**src/rtl/taxi_eth_loopback_pkg.sv**
```systemverilog
// Shared types for the Ethernet loopback / MAC-swap block.
// cfg_mode codes 2 and 3 both discard the frame.
package taxi_eth_loopback_pkg;

  typedef enum logic [1:0] {
    MODE_PASS = 2'd0,
    MODE_SWAP = 2'd1,
    MODE_DROP = 2'd2
  } mode_t;

  typedef enum logic [2:0] {
    ST_IDLE,
    ST_HDR,
    ST_EMIT,
    ST_PASS,
    ST_DROP
  } state_t;

  function automatic mode_t decode_mode(input logic [1:0] m);
    if (m == 2'd0) return MODE_PASS;
    if (m == 2'd1) return MODE_SWAP;
    return MODE_DROP;
  endfunction

endpackage

```
**src/rtl/taxi_axis_if.sv**
```systemverilog
// AXI4-Stream bundle with source and sink views.
// tready flows sink to source; everything else source to sink.
interface taxi_axis_if #(
  parameter int DATA_W = 64,
  parameter int KEEP_W = DATA_W/8,
  parameter int ID_W = 8,
  parameter int USER_W = 1
);
  logic [DATA_W-1:0] tdata;
  logic [KEEP_W-1:0] tkeep;
  logic              tvalid;
  logic              tready;
  logic              tlast;
  logic [ID_W-1:0]   tid;
  logic [USER_W-1:0] tuser;

  modport src (
    output tdata, tkeep, tvalid, tlast, tid, tuser,
    input  tready
  );

  modport snk (
    input  tdata, tkeep, tvalid, tlast, tid, tuser,
    output tready
  );
endinterface

```
**src/rtl/taxi_eth_loopback_swap.sv**
```systemverilog
// Ethernet loopback with optional dst/src MAC exchange.
// Header beats are buffered so both addresses are known before emission.
module taxi_eth_loopback_swap
  import taxi_eth_loopback_pkg::*;
#(
  parameter int DATA_W = 64,
  parameter int KEEP_W = DATA_W/8,
  parameter int ID_W = 8,
  parameter int USER_W = 1,
  parameter int CNT_W = 32
) (
  input  logic             clk,
  input  logic             rst,
  taxi_axis_if.snk         s_axis,
  taxi_axis_if.src         m_axis,
  input  logic [1:0]       cfg_mode,
  output logic [CNT_W-1:0] stat_frames,
  output logic [CNT_W-1:0] stat_dropped,
  output logic [CNT_W-1:0] stat_runt
);

  localparam int HDR_BYTES = 12;
  localparam int SRC_OFS = 6;
  localparam int HDR_BEATS = (HDR_BYTES + KEEP_W - 1) / KEEP_W;
  localparam int IDX_W = $clog2(HDR_BEATS);
  localparam int BUF_W = HDR_BEATS * DATA_W;

  state_t state, state_nxt;
  logic   run;

  logic [DATA_W-1:0] hdr_data [HDR_BEATS];
  logic [KEEP_W-1:0] hdr_keep [HDR_BEATS];
  logic [ID_W-1:0]   hdr_id   [HDR_BEATS];
  logic [USER_W-1:0] hdr_user [HDR_BEATS];
  logic [IDX_W-1:0]  wr_idx, rd_idx, buf_end;
  logic              buf_last, buf_swap;

  logic              o_valid, o_last;
  logic [DATA_W-1:0] o_data;
  logic [KEEP_W-1:0] o_keep;
  logic [ID_W-1:0]   o_id;
  logic [USER_W-1:0] o_user;

  logic             s_ready, s_fire, out_ready;
  logic             ld, ld_buf, buf_wr;
  logic             runt_inc, drop_inc;
  logic [IDX_W-1:0] cur_idx;
  logic [7:0]       hdr_bytes;
  logic             hdr_short, hdr_end;
  logic [BUF_W-1:0] hdr_flat, hdr_swap;
  logic [DATA_W-1:0] emit_data;

  assign s_fire    = s_axis.tvalid && s_ready;
  assign out_ready = !o_valid || m_axis.tready;
  assign cur_idx   = (state == ST_IDLE) ? '0 : wr_idx;
  assign hdr_bytes = 8'(cur_idx) * 8'(KEEP_W)
                   + 8'($countones(s_axis.tkeep));
  assign hdr_short = hdr_bytes < 8'(HDR_BYTES);
  assign hdr_end   = s_axis.tlast ||
                     (cur_idx == IDX_W'(HDR_BEATS - 1));

  always_comb begin
    hdr_flat = '0;
    for (int b = 0; b < HDR_BEATS; b++)
      hdr_flat[b*DATA_W +: DATA_W] = hdr_data[b];
    hdr_swap = hdr_flat;
    if (buf_swap) begin
      for (int i = 0; i < SRC_OFS; i++) begin
        hdr_swap[8*i +: 8] = hdr_flat[8*(i+SRC_OFS) +: 8];
        hdr_swap[8*(i+SRC_OFS) +: 8] = hdr_flat[8*i +: 8];
      end
    end
    emit_data = hdr_swap[int'(rd_idx)*DATA_W +: DATA_W];
  end

  always_comb begin
    state_nxt = state;
    s_ready   = 1'b0;
    ld        = 1'b0;
    ld_buf    = 1'b0;
    buf_wr    = 1'b0;
    runt_inc  = 1'b0;
    drop_inc  = 1'b0;
    unique case (state)
      ST_IDLE: begin
        s_ready = run && out_ready;
        if (s_fire) begin
          unique case (decode_mode(cfg_mode))
            MODE_PASS: begin
              ld = 1'b1;
              state_nxt = s_axis.tlast ? ST_IDLE : ST_PASS;
            end
            MODE_SWAP: begin
              buf_wr = 1'b1;
              runt_inc = s_axis.tlast && hdr_short;
              state_nxt = hdr_end ? ST_EMIT : ST_HDR;
            end
            MODE_DROP: begin
              drop_inc = s_axis.tlast;
              state_nxt = s_axis.tlast ? ST_IDLE : ST_DROP;
            end
            default: ;
          endcase
        end
      end
      ST_HDR: begin
        s_ready = run;
        if (s_fire) begin
          buf_wr = 1'b1;
          runt_inc = s_axis.tlast && hdr_short;
          if (hdr_end) state_nxt = ST_EMIT;
        end
      end
      ST_EMIT: begin
        if (out_ready) begin
          ld = 1'b1;
          ld_buf = 1'b1;
          if (rd_idx == buf_end)
            state_nxt = buf_last ? ST_IDLE : ST_PASS;
        end
      end
      ST_PASS: begin
        s_ready = run && out_ready;
        if (s_fire) begin
          ld = 1'b1;
          if (s_axis.tlast) state_nxt = ST_IDLE;
        end
      end
      ST_DROP: begin
        s_ready = run;
        if (s_fire && s_axis.tlast) begin
          drop_inc = 1'b1;
          state_nxt = ST_IDLE;
        end
      end
      default: state_nxt = ST_IDLE;
    endcase
  end

  always_ff @(posedge clk or posedge rst) begin
    if (rst) begin
      state <= ST_IDLE;
      run   <= 1'b0;
    end else begin
      state <= state_nxt;
      run   <= 1'b1;
    end
  end

  // Header storage needs no reset; control below qualifies it
  always_ff @(posedge clk) begin
    if (buf_wr) begin
      hdr_data[cur_idx] <= s_axis.tdata;
      hdr_keep[cur_idx] <= s_axis.tkeep;
      hdr_id[cur_idx]   <= s_axis.tid;
      hdr_user[cur_idx] <= s_axis.tuser;
    end
  end

  always_ff @(posedge clk or posedge rst) begin
    if (rst) begin
      wr_idx   <= '0;
      rd_idx   <= '0;
      buf_end  <= '0;
      buf_last <= 1'b0;
      buf_swap <= 1'b0;
    end else begin
      if (buf_wr) begin
        if (hdr_end) begin
          wr_idx   <= '0;
          rd_idx   <= '0;
          buf_end  <= cur_idx;
          buf_last <= s_axis.tlast;
          buf_swap <= !(s_axis.tlast && hdr_short);
        end else begin
          wr_idx <= cur_idx + 1'b1;
        end
      end
      if (ld_buf) rd_idx <= rd_idx + 1'b1;
    end
  end

  always_ff @(posedge clk or posedge rst) begin
    if (rst) begin
      o_valid <= 1'b0;
      o_data  <= '0;
      o_keep  <= '0;
      o_last  <= 1'b0;
      o_id    <= '0;
      o_user  <= '0;
    end else if (ld) begin
      o_valid <= 1'b1;
      if (ld_buf) begin
        o_data <= emit_data;
        o_keep <= hdr_keep[rd_idx];
        o_last <= buf_last && (rd_idx == buf_end);
        o_id   <= hdr_id[rd_idx];
        o_user <= hdr_user[rd_idx];
      end else begin
        o_data <= s_axis.tdata;
        o_keep <= s_axis.tkeep;
        o_last <= s_axis.tlast;
        o_id   <= s_axis.tid;
        o_user <= s_axis.tuser;
      end
    end else if (m_axis.tready) begin
      o_valid <= 1'b0;
    end
  end

  always_ff @(posedge clk or posedge rst) begin
    if (rst) begin
      stat_frames  <= '0;
      stat_dropped <= '0;
      stat_runt    <= '0;
    end else begin
      if (o_valid && m_axis.tready && o_last)
        stat_frames <= stat_frames + 1'b1;
      if (drop_inc)
        stat_dropped <= stat_dropped + 1'b1;
      if (runt_inc)
        stat_runt <= stat_runt + 1'b1;
    end
  end

  assign s_axis.tready = s_ready;
  assign m_axis.tvalid = o_valid;
  assign m_axis.tdata  = o_data;
  assign m_axis.tkeep  = o_keep;
  assign m_axis.tlast  = o_last;
  assign m_axis.tid    = o_id;
  assign m_axis.tuser  = o_user;

endmodule

```
**src/flat_wrapper.sv**
```systemverilog
// flat-port wrapper written by rule: the top's interface ports become plain ports
module taxi_eth_loopback_swap_flat import taxi_eth_loopback_pkg::*;
#(
  parameter int DATA_W = 64,
  parameter int KEEP_W = DATA_W/8,
  parameter int ID_W = 8,
  parameter int USER_W = 1,
  parameter int CNT_W = 32
)
  (clk, rst, cfg_mode, stat_frames, stat_dropped, stat_runt, s_axis_tdata, s_axis_tkeep, s_axis_tvalid, s_axis_tlast, s_axis_tid, s_axis_tuser, s_axis_tready, m_axis_tdata, m_axis_tkeep, m_axis_tvalid, m_axis_tlast, m_axis_tid, m_axis_tuser, m_axis_tready);
  taxi_axis_if #(.DATA_W(DATA_W), .KEEP_W(KEEP_W), .ID_W(ID_W), .USER_W(USER_W)) s_axis_i ();
  taxi_axis_if #(.DATA_W(DATA_W), .KEEP_W(KEEP_W), .ID_W(ID_W), .USER_W(USER_W)) m_axis_i ();
  input  logic clk;
  input  logic rst;
  input  logic [1:0] cfg_mode;
  output logic [CNT_W-1:0] stat_frames;
  output logic [CNT_W-1:0] stat_dropped;
  output logic [CNT_W-1:0] stat_runt;
  input wire logic [$bits(s_axis_i.tdata)-1:0] s_axis_tdata;
  input wire logic [$bits(s_axis_i.tkeep)-1:0] s_axis_tkeep;
  input wire logic [$bits(s_axis_i.tvalid)-1:0] s_axis_tvalid;
  input wire logic [$bits(s_axis_i.tlast)-1:0] s_axis_tlast;
  input wire logic [$bits(s_axis_i.tid)-1:0] s_axis_tid;
  input wire logic [$bits(s_axis_i.tuser)-1:0] s_axis_tuser;
  output wire logic [$bits(s_axis_i.tready)-1:0] s_axis_tready;
  output wire logic [$bits(m_axis_i.tdata)-1:0] m_axis_tdata;
  output wire logic [$bits(m_axis_i.tkeep)-1:0] m_axis_tkeep;
  output wire logic [$bits(m_axis_i.tvalid)-1:0] m_axis_tvalid;
  output wire logic [$bits(m_axis_i.tlast)-1:0] m_axis_tlast;
  output wire logic [$bits(m_axis_i.tid)-1:0] m_axis_tid;
  output wire logic [$bits(m_axis_i.tuser)-1:0] m_axis_tuser;
  input wire logic [$bits(m_axis_i.tready)-1:0] m_axis_tready;
  assign s_axis_i.tdata = s_axis_tdata;
  assign s_axis_i.tkeep = s_axis_tkeep;
  assign s_axis_i.tvalid = s_axis_tvalid;
  assign s_axis_i.tlast = s_axis_tlast;
  assign s_axis_i.tid = s_axis_tid;
  assign s_axis_i.tuser = s_axis_tuser;
  assign s_axis_tready = s_axis_i.tready;
  assign m_axis_tdata = m_axis_i.tdata;
  assign m_axis_tkeep = m_axis_i.tkeep;
  assign m_axis_tvalid = m_axis_i.tvalid;
  assign m_axis_tlast = m_axis_i.tlast;
  assign m_axis_tid = m_axis_i.tid;
  assign m_axis_tuser = m_axis_i.tuser;
  assign m_axis_i.tready = m_axis_tready;
  taxi_eth_loopback_swap #(.DATA_W(DATA_W), .KEEP_W(KEEP_W), .ID_W(ID_W), .USER_W(USER_W), .CNT_W(CNT_W)) u_core (.clk(clk), .rst(rst), .s_axis(s_axis_i), .m_axis(m_axis_i), .cfg_mode(cfg_mode), .stat_frames(stat_frames), .stat_dropped(stat_dropped), .stat_runt(stat_runt));
endmodule
```
**config.mk**
```make
export PLATFORM = sky130hd
export DESIGN_NAME = taxi_eth_loopback_swap_flat
export DESIGN_NICKNAME = d
export VERILOG_FILES = /design/src/rtl/taxi_eth_loopback_pkg.sv /design/src/rtl/taxi_axis_if.sv /design/src/rtl/taxi_eth_loopback_swap.sv /design/src/flat_wrapper.sv
export SDC_FILE = /design/constraint.sdc
export NUM_CORES = 1
export LEC_CHECK = 0
export ABC_CLOCK_PERIOD_IN_PS = 6650
export CORE_MARGIN = 4
export CORE_UTILIZATION = 40
export DETAILED_ROUTE_END_ITERATION = 10
export GPL_ROUTABILITY_DRIVEN = 1
export HOLD_SLACK_MARGIN = 0.12
export SLEW_MARGIN = 20
export SYNTH_ARGS = -nofsm -noshare
export SYNTH_HDL_FRONTEND = slang
export SYNTH_SLANG_ARGS = --single-unit
```
**constraint.sdc**
```tcl
create_clock -name clk -period 6.65 [get_ports clk]
set_input_delay 0.665 -clock clk [delete_from_list [all_inputs] [get_ports clk]]
set_output_delay 0.665 -clock clk [all_outputs]
set_load 0.005 [all_outputs]
```
# --- Word level (Yosys, flattened, before mapping) ---
# Memory sizes are Yosys's and may differ from the RTL's.
# Index checks and enable logic that the tools add are counted.
classes:
  addsub: 13
  n_lt_le_gt_ge: 1
  eq_ne: 17
  shift: 1
  muxes: 60
  reduce_logical: 22
op_table:
  columns: ["cell", "count"]
  rows:
  - ["variable part select 128 x 8 -> 64 bit", 1]
  - ["adder 32 x 1 -> 32 bit (second input constant)", 3]
  - ["2-to-1 mux 96 bit", 1]
  - ["2-to-1 mux 64 bit", 1]
  - ["2-to-1 mux 1 bit", 31]
  - ["2-to-1 mux 3 bit", 9]
  - ["adder 8 bit", 3]
  - ["2-to-1 mux 2 bit", 9]
  - ["2-to-1 mux 8 bit", 2]
  - ["case mux 3 bit (5 select lines)", 1]
  - ["!= test 2 x 1 -> 1 bit (second input constant)", 7]
  - ["case mux 3 bit (3 select lines)", 1]
  - ["AND reduction 9 bit", 1]
  - ["adder 1 x 1 -> 2 bit", 4]
  - ["adder 4 x 8 -> 8 bit", 1]
  - ["< comparator 8 x 4 -> 1 bit (second input constant)", 1]
  - ["case mux 1 bit (2 select lines)", 4]
  - ["logical AND 1 bit", 7]
  - ["== test 3 x 2 -> 1 bit (second input constant)", 2]
  - ["nonzero test 2 bit", 3]
  - ["== test 2 x 1 -> 1 bit (second input constant)", 2]
  - ["zero test 2 bit", 2]
  - ["!= test 4 bit (second input constant)", 1]
  - ["AND reduction 2 bit", 2]
  - ["other kinds (11)", 15]
totals:
  ff_bits: 188
  mem_bits_rw: 162
  out_inout_bits: 180
  n_memories: 4
memory_table:
  columns: ["memory", "depth", "word_bits", "rd", "rd_ports_with_merged_regs", "write_ports", "line_no", "source"]
  rows:
  - ["u_core.hdr_data", 2, 64, 2, 0, 1, "taxi_eth_loopback_swap.sv:31", "logic [DATA_W-1:0] hdr_data [HDR_BEATS];"]
  - ["u_core.hdr_id", 2, 8, 1, 0, 1, "taxi_eth_loopback_swap.sv:33", "logic [ID_W-1:0] hdr_id [HDR_BEATS];"]
  - ["u_core.hdr_keep", 2, 8, 1, 0, 1, "taxi_eth_loopback_swap.sv:32", "logic [KEEP_W-1:0] hdr_keep [HDR_BEATS];"]
  - ["u_core.hdr_user", 2, 1, 1, 0, 1, "taxi_eth_loopback_swap.sv:34", "logic [USER_W-1:0] hdr_user [HDR_BEATS];"]

# --- Logic depth before layout (Yosys ltp) ---
logic_depth:
  word_depth: 20
  depth_mapped: 14
  depth_no_buf: 12

# --- Least setup slack after synthesis ---
# Ideal clock, no wire load.
synth_path:
  path_kind: "input -> register"
  startpoint: "input m_axis_tready"
  endpoint: "memory u_core.hdr_data[1][0], enable pin"
  arrival_time_ns: 4.673
  setup_slack_ns: 1.454
  path_stages: 4
  n_path_buf: 0
  path_cell_list: "nand2b_1 > a31oi_1 > nand2b_1 > nor2_1"
synth_between:
  elab_chain_len: 8
  elab_cells_between_ends: 9
  cone_classes: "mux: 6; reduce/logical: 3"
synth_lines:
  columns: ["element", "line_no", "source"]
  rows:
  - ["from (decl)", "flat_wrapper.sv:32", "input wire logic [$bits(m_axis_i.tready)-1:0] m_axis_tready;"]
  - ["logical OR 1 bit *", "taxi_eth_loopback_swap.sv:54", "assign out_ready = !o_valid || m_axis.tready;"]
  - ["logical AND 1 bit *", "taxi_eth_loopback_swap.sv:86, taxi_eth_loopback_swap.sv:123", null]
  - ["case mux 1 bit (2 select lines) *", "taxi_eth_loopback_swap.sv:84", "unique case (state)"]
  - ["logical AND 1 bit *", "taxi_eth_loopback_swap.sv:53", "assign s_fire = s_axis.tvalid && s_ready;"]
  - ["2-to-1 mux 1 bit (on tied branches)", "taxi_eth_loopback_swap.sv:108, taxi_eth_loopback_swap.sv:87", null]
  - ["case mux 1 bit (2 select lines) *", "taxi_eth_loopback_swap.sv:84", null]
  - ["2-to-1 mux 1 bit *", "taxi_eth_loopback_swap.sv:152", "if (buf_wr) begin"]
  - ["2-to-1 mux 1 bit (implied by the code) *", "taxi_eth_loopback_swap.sv:153", "hdr_data[cur_idx] <= s_axis.tdata;"]
  - ["to (decl)", "taxi_eth_loopback_swap.sv:31", null]
# Every way passes the cells marked *; elsewhere a longest branch is shown, timed or not.

# --- Final worst setup path ---
layout_path:
  startpoint: "input s_axis_tkeep[4]"
  endpoint: "register u_core.stat_runt[24]"
layout_between:
  elab_chain_len: 9
  elab_cells_between_ends: 10
  cone_classes: "add/sub: 4; order compare: 1; mux: 4; reduce/logical: 1"
layout_lines:
  columns: ["element", "line_no", "source"]
  rows:
  - ["from (decl)", "flat_wrapper.sv:20", "input wire logic [$bits(s_axis_i.tkeep)-1:0] s_axis_tkeep;"]
  - ["adder 1 x 1 -> 2 bit (implied by the code) *", "taxi_eth_loopback_swap.sv:57", "+ 8'($countones(s_axis.tkeep));"]
  - ["adder 8 bit (implied by the code) * (2 in series)", "taxi_eth_loopback_swap.sv:57", null]
  - ["adder 4 x 8 -> 8 bit *", "taxi_eth_loopback_swap.sv:57", null]
  - ["< comparator 8 x 4 -> 1 bit *", "taxi_eth_loopback_swap.sv:58", "assign hdr_short = hdr_bytes < 8'(HDR_BYTES);"]
  - ["logical AND 1 bit *", "taxi_eth_loopback_swap.sv:95, taxi_eth_loopback_swap.sv:110", null]
  - ["2-to-1 mux 1 bit", "taxi_eth_loopback_swap.sv:88", "unique case (decode_mode(cfg_mode))"]
  - ["2-to-1 mux 1 bit", "taxi_eth_loopback_swap.sv:87", "if (s_fire) begin"]
  - ["case mux 1 bit (2 select lines) *", "taxi_eth_loopback_swap.sv:84", null]
  - ["to (signal assigned)", "taxi_eth_loopback_swap.sv:222", "stat_runt <= stat_runt + 1'b1;"]
  - ["to (decl)", "taxi_eth_loopback_swap.sv:19", "output logic [CNT_W-1:0] stat_runt"]
# Marks and branches as above.
# A chain may end at the register's enable or synchronous reset.

==> parameters.txt <==
Parameter                              Value

Floorplan
  Initial Utilization ... 40.7%
  Rows ... 71
  Horiz. Die Dim ... 204 µm
  Chip height ... 204 µm
  Die Footprint ... 41600 µm²
  IO Pins ... 268
  Core outline area ... 37800 µm²

Power
  Worst voltage drop across the vdd grid ... 0.225 mV
  Power per unit of standard cell area ... 377 nW/µm²
  Leakage power ... 7.60 nW

Timing
  Worst slew pin tran ... 1.02 ns
  Final Hold Violating Endpoints ... 0
  Setup TNS ... 0 ns
  Final setup violation count ... 0
  Number of pins with negative max-slew slack in the final report ... 0
  Timing-limited maximum frequency ... 231 MHz
  Period utilisation layout ... 65.1%
  RSZ-0062 raised after global routing ... false
  Max_slew headroom ... 31.5%
  Worst clock skew ... 0.0160 ns
  Post-layout minimum cycle time ... 4.33 ns

Clocking
  Clock buffer count from CTS ... 39
  CTS max path bufs ... 3
  CTS root buf ... sky130_fd_sc_hd__clkbuf_16
  Buffer count from post-CTS setup fixing ... 0
  Clock tree from TritonCTS ... done
  Number of clock sinks ... 350
  Number of gates given a new drive strength after cts ... 0
  Worst-Skew Late Latency ... 0.52 ns
  Quantity of hold-fixing buffers added after cts ... 0
  H-Tree Depth ... 2
  Clk pin slew, worst setup/hold paths ... 0.05 ns

Layout
  Share of post-route cells with drive strength above 1 ... 8.97%
  Final layout net count ... 1608
  Layout Area Growth over Synthesis ... 28.9%
  Share of the core filled with cells in the final layout ... 52.5%

Setup path
  CP startpoint kind ... primary input
  Reg-to-reg endpoint ... u_core.hdr_data[1][44]$_DFFE_PP_
  Depth of the worst register-to-register path ... 6
  Endpoint type of the worst setup path ... flip-flop
  Highest net fanout along the worst path ... 14
  Arrival time reported for the critical path endpoint ... 4.76 ns
  Start of the worst register-to-register path ... u_core.m_axis.tvalid$_DFFE_PP0P_
  Launching element of the worst setup path ... s_axis_tkeep[4]
  Required time of the critical path ... 7.08 ns
  Type of the setup path with the least slack ... in2reg
  Register-to-Register Setup Slack ... 3.72 ns

Route
  Pre-antenna DRT Iters ... 5
  WL/cell ... 19.1 µm
  Number of remaining DRC errors ... 0
  Overall via count from detail_route ... 10600
  Count of antenna-violating nets left after detailed routing ... 0
  Total routed wirelength ... 39100 µm
  Vias per Instance ... 5.16
  DRC marker count from the first detailed-route iteration ... 514

Synthesis
  Async set or reset register ratio after synthesis ... 53.7%
  Summed instance area of the synthesized netlist ... 15400 µm²
  Post-synthesis instance total ... 1255
  Avg Synthesized Cell Area ... 12.2 µm²
  Cell type contributing the most total cell area after synthesis ... sky130_fd_sc_hd__edfxtp_1
  Dominant synthesized flop cell ... sky130_fd_sc_hd__dfrtp_1
  Synth top area share ... 31.7%
  Commonest cells post-synth ... sky130_fd_sc_hd__nand2_1, sky130_fd_sc_hd__dfrtp_1, sky130_fd_sc_hd__edfxtp_1
  YS warnings ... 0
  Synth area leaders ... sky130_fd_sc_hd__edfxtp_1, sky130_fd_sc_hd__dfrtp_1, sky130_fd_sc_hd__nand2_1, sky130_fd_sc_hd__mux4_2, sky130_fd_sc_hd__xnor2_1
  Post-synth EDFFs ... 162
  Most repeated cell in the gate-level netlist after synthesis ... sky130_fd_sc_hd__nand2_1
  Sequential-to-total area share from yosys stat ... 62.3%
  Net count after synthesis ... 1355
  Number of flip-flops and latches in the synthesized netlist ... 350
  Unique cell type count in the Yosys netlist ... 55

Global route
  Maximum number of pins on one net before global-route repair ... 119
  Wire length of the first global-routing pass ... 61500 µm
  Number of global-route vias before repair ... 10600
  Total gr overflow ... 0
  Antenna violations before repair ... 4
  Total Routing Usage GR ... 18.5%

Job
  Max Cap Violations ... 0

Hold path
  Min-Delay Path Depth ... 1
  Worst Hold Class ... reg2reg
  Hold Path Origin ... u_core.stat_frames[31]$_DFFE_PP0P_
  Worst hold path endpoint ... u_core.stat_frames[31]$_DFFE_PP0P_

Run status
  Result of the run ... complete, no violations

Placed design
  Half-perimeter wire length of the detailed placement result ... 26300 µm
  Count of buffers from port buffering ... 267
  Global placer's final weighted congestion ... 0.834
[where the power goes]
part / internal [mW] / switching [mW] / leakage (nW)
clock: 1.25 / 0.851 / 0.620
combinational: 1.18 / 1.18 / 3.15
sequential: 2.65 / 0.359 / 3.82
total: 5.09 / 2.39 / 7.60
[worst max-delay path by stage]
stage / end / depth (start not counted) / slack (ns)
2_1_floorplan: u_core.buf_end$_DFFE_PP0P_ / 1 / 0.87
3_3_place_gp: u_core.stat_runt[14]$_DFFE_PP0P_ / 13 / 1.84
3_5_place_dp: u_core.stat_runt[30]$_DFFE_PP0P_ / 11 / 1.76
4_1_cts: u_core.stat_runt[30]$_DFFE_PP0P_ / 13 / 2.32
5_1_grt: u_core.stat_runt[24]$_DFFE_PP0P_ / 13 / 2.07
6_report: u_core.stat_runt[24]$_DFFE_PP0P_ / 13 / 2.32
[per-layer routing]
layer  vias up  wire length (µm)  part of all wire, %  global-route usage (%)
met5         -                 8                0.020                       0
met4         2               754                  1.9                    4.12
met3        49              2330                  6.0                    4.25
met2       281             18800                   48                    30.2
met1      5239             17200                   44                    25.6
li1       5015                 -                    -                       -
[flip-flops by register name, indices dropped and copies added (netlist names), 2 cells and up]
register	flops
u_core.m_axis.tid	8
u_core.m_axis.tdata	64
u_core.hdr_data	128
u_core.state	3
u_core.stat_dropped	32
u_core.hdr_id	16
u_core.hdr_user	2
u_core.stat_runt	32
u_core.stat_frames	32
u_core.hdr_keep	16
u_core.m_axis.tkeep	8
[cell families (layout without fill, tap and decap cells)]
family | Yosys count | in the layout | share of synthesized area [%]
other | 1 | 3 | 0.0244
flip-flops | 350 | 350 | 62.3
XOR/XNOR | 95 | 95 | 5.71
AND/OR/NAND/NOR | 474 | 474 | 14.3
buffers and inverters | 81 | 364 | 2.25
multiplexers | 86 | 86 | 8.24
adder cells (fa/ha/maj) | 12 | 12 | 1.17
AO/OA/AOI/OAI | 156 | 156 | 6.02
[per-stage QoR]
stage                     instance area, µm²  total power, mW  hold WS (ns)  instances  worst slack (ns)
final                                  19800             7.48         0.477       2051              2.32
after detailed placement               18500             5.47         0.469       1978              1.76
after global placement                 18500             5.43         0.464       1978              1.84
after CTS                              19800             7.60         0.484       2049              2.32
after floorplan                        15400             4.39         0.468       1255             0.871
after global routing                   19800             7.97         0.498       2050              2.07
[critical path, cell delays in order]
cell,delay (ns)
sky130_fd_sc_hd__clkdlybuf4s50_1,0.47
sky130_fd_sc_hd__ha_1,0.31
sky130_fd_sc_hd__inv_1,0.05
sky130_fd_sc_hd__fa_1,0.42
sky130_fd_sc_hd__inv_1,0.09
sky130_fd_sc_hd__fa_1,0.40
sky130_fd_sc_hd__and3b_1,0.19
sky130_fd_sc_hd__fa_1,0.47
sky130_fd_sc_hd__nand2b_1,0.09
sky130_fd_sc_hd__mux2i_1,0.11
sky130_fd_sc_hd__or4_1,0.97
sky130_fd_sc_hd__nor3_1,0.34
sky130_fd_sc_hd__xor2_1,0.18
[cells in the final DEF, fill, tap and decap left out, types with 5 or more instances in the layout]
master                            instances
sky130_fd_sc_hd__xnor2_1                 71
sky130_fd_sc_hd__mux2i_1                 50
sky130_fd_sc_hd__dfrtp_1                186
sky130_fd_sc_hd__nor2_1                 103
sky130_fd_sc_hd__ha_1                     8
sky130_fd_sc_hd__o21ai_0                 53
sky130_fd_sc_hd__inv_1                   14
sky130_fd_sc_hd__nor2_4                   8
sky130_fd_sc_hd__or3_1                    5
sky130_fd_sc_hd__edfxtp_1               162
sky130_fd_sc_hd__nand4_1                 32
sky130_fd_sc_hd__and3_1                  17
sky130_fd_sc_hd__xor2_1                  18
sky130_fd_sc_hd__clkbuf_16               40
sky130_fd_sc_hd__nand3_1                 40
sky130_fd_sc_hd__nand2_1                216
sky130_fd_sc_hd__xor2_2                   6
sky130_fd_sc_hd__clkbuf_1                12
sky130_fd_sc_hd__a31oi_1                 67
sky130_fd_sc_hd__nand2b_1                 5
sky130_fd_sc_hd__clkinv_2                 7
sky130_fd_sc_hd__nor3_1                  10
sky130_fd_sc_hd__a21oi_1                 22
sky130_fd_sc_hd__mux4_2                  32
sky130_fd_sc_hd__and4_1                  13
sky130_fd_sc_hd__nor4_1                   5
sky130_fd_sc_hd__clkbuf_8                 6
sky130_fd_sc_hd__clkdlybuf4s50_1        267
sky130_fd_sc_hd__buf_4                   11
[cell type report]
type	count	area, µm²
Antenna cell	2	5.00
Clock buffer	58	1130
Clock inverter	13	128
Fill cell	3363	17900
Inverter	15	63.8
Multi-Input combinational cell	824	5520
Sequential cell	350	9580
Tap cell	511	639
Timing Repair Buffer	278	2760
Power figures use the tool's default switching activity.
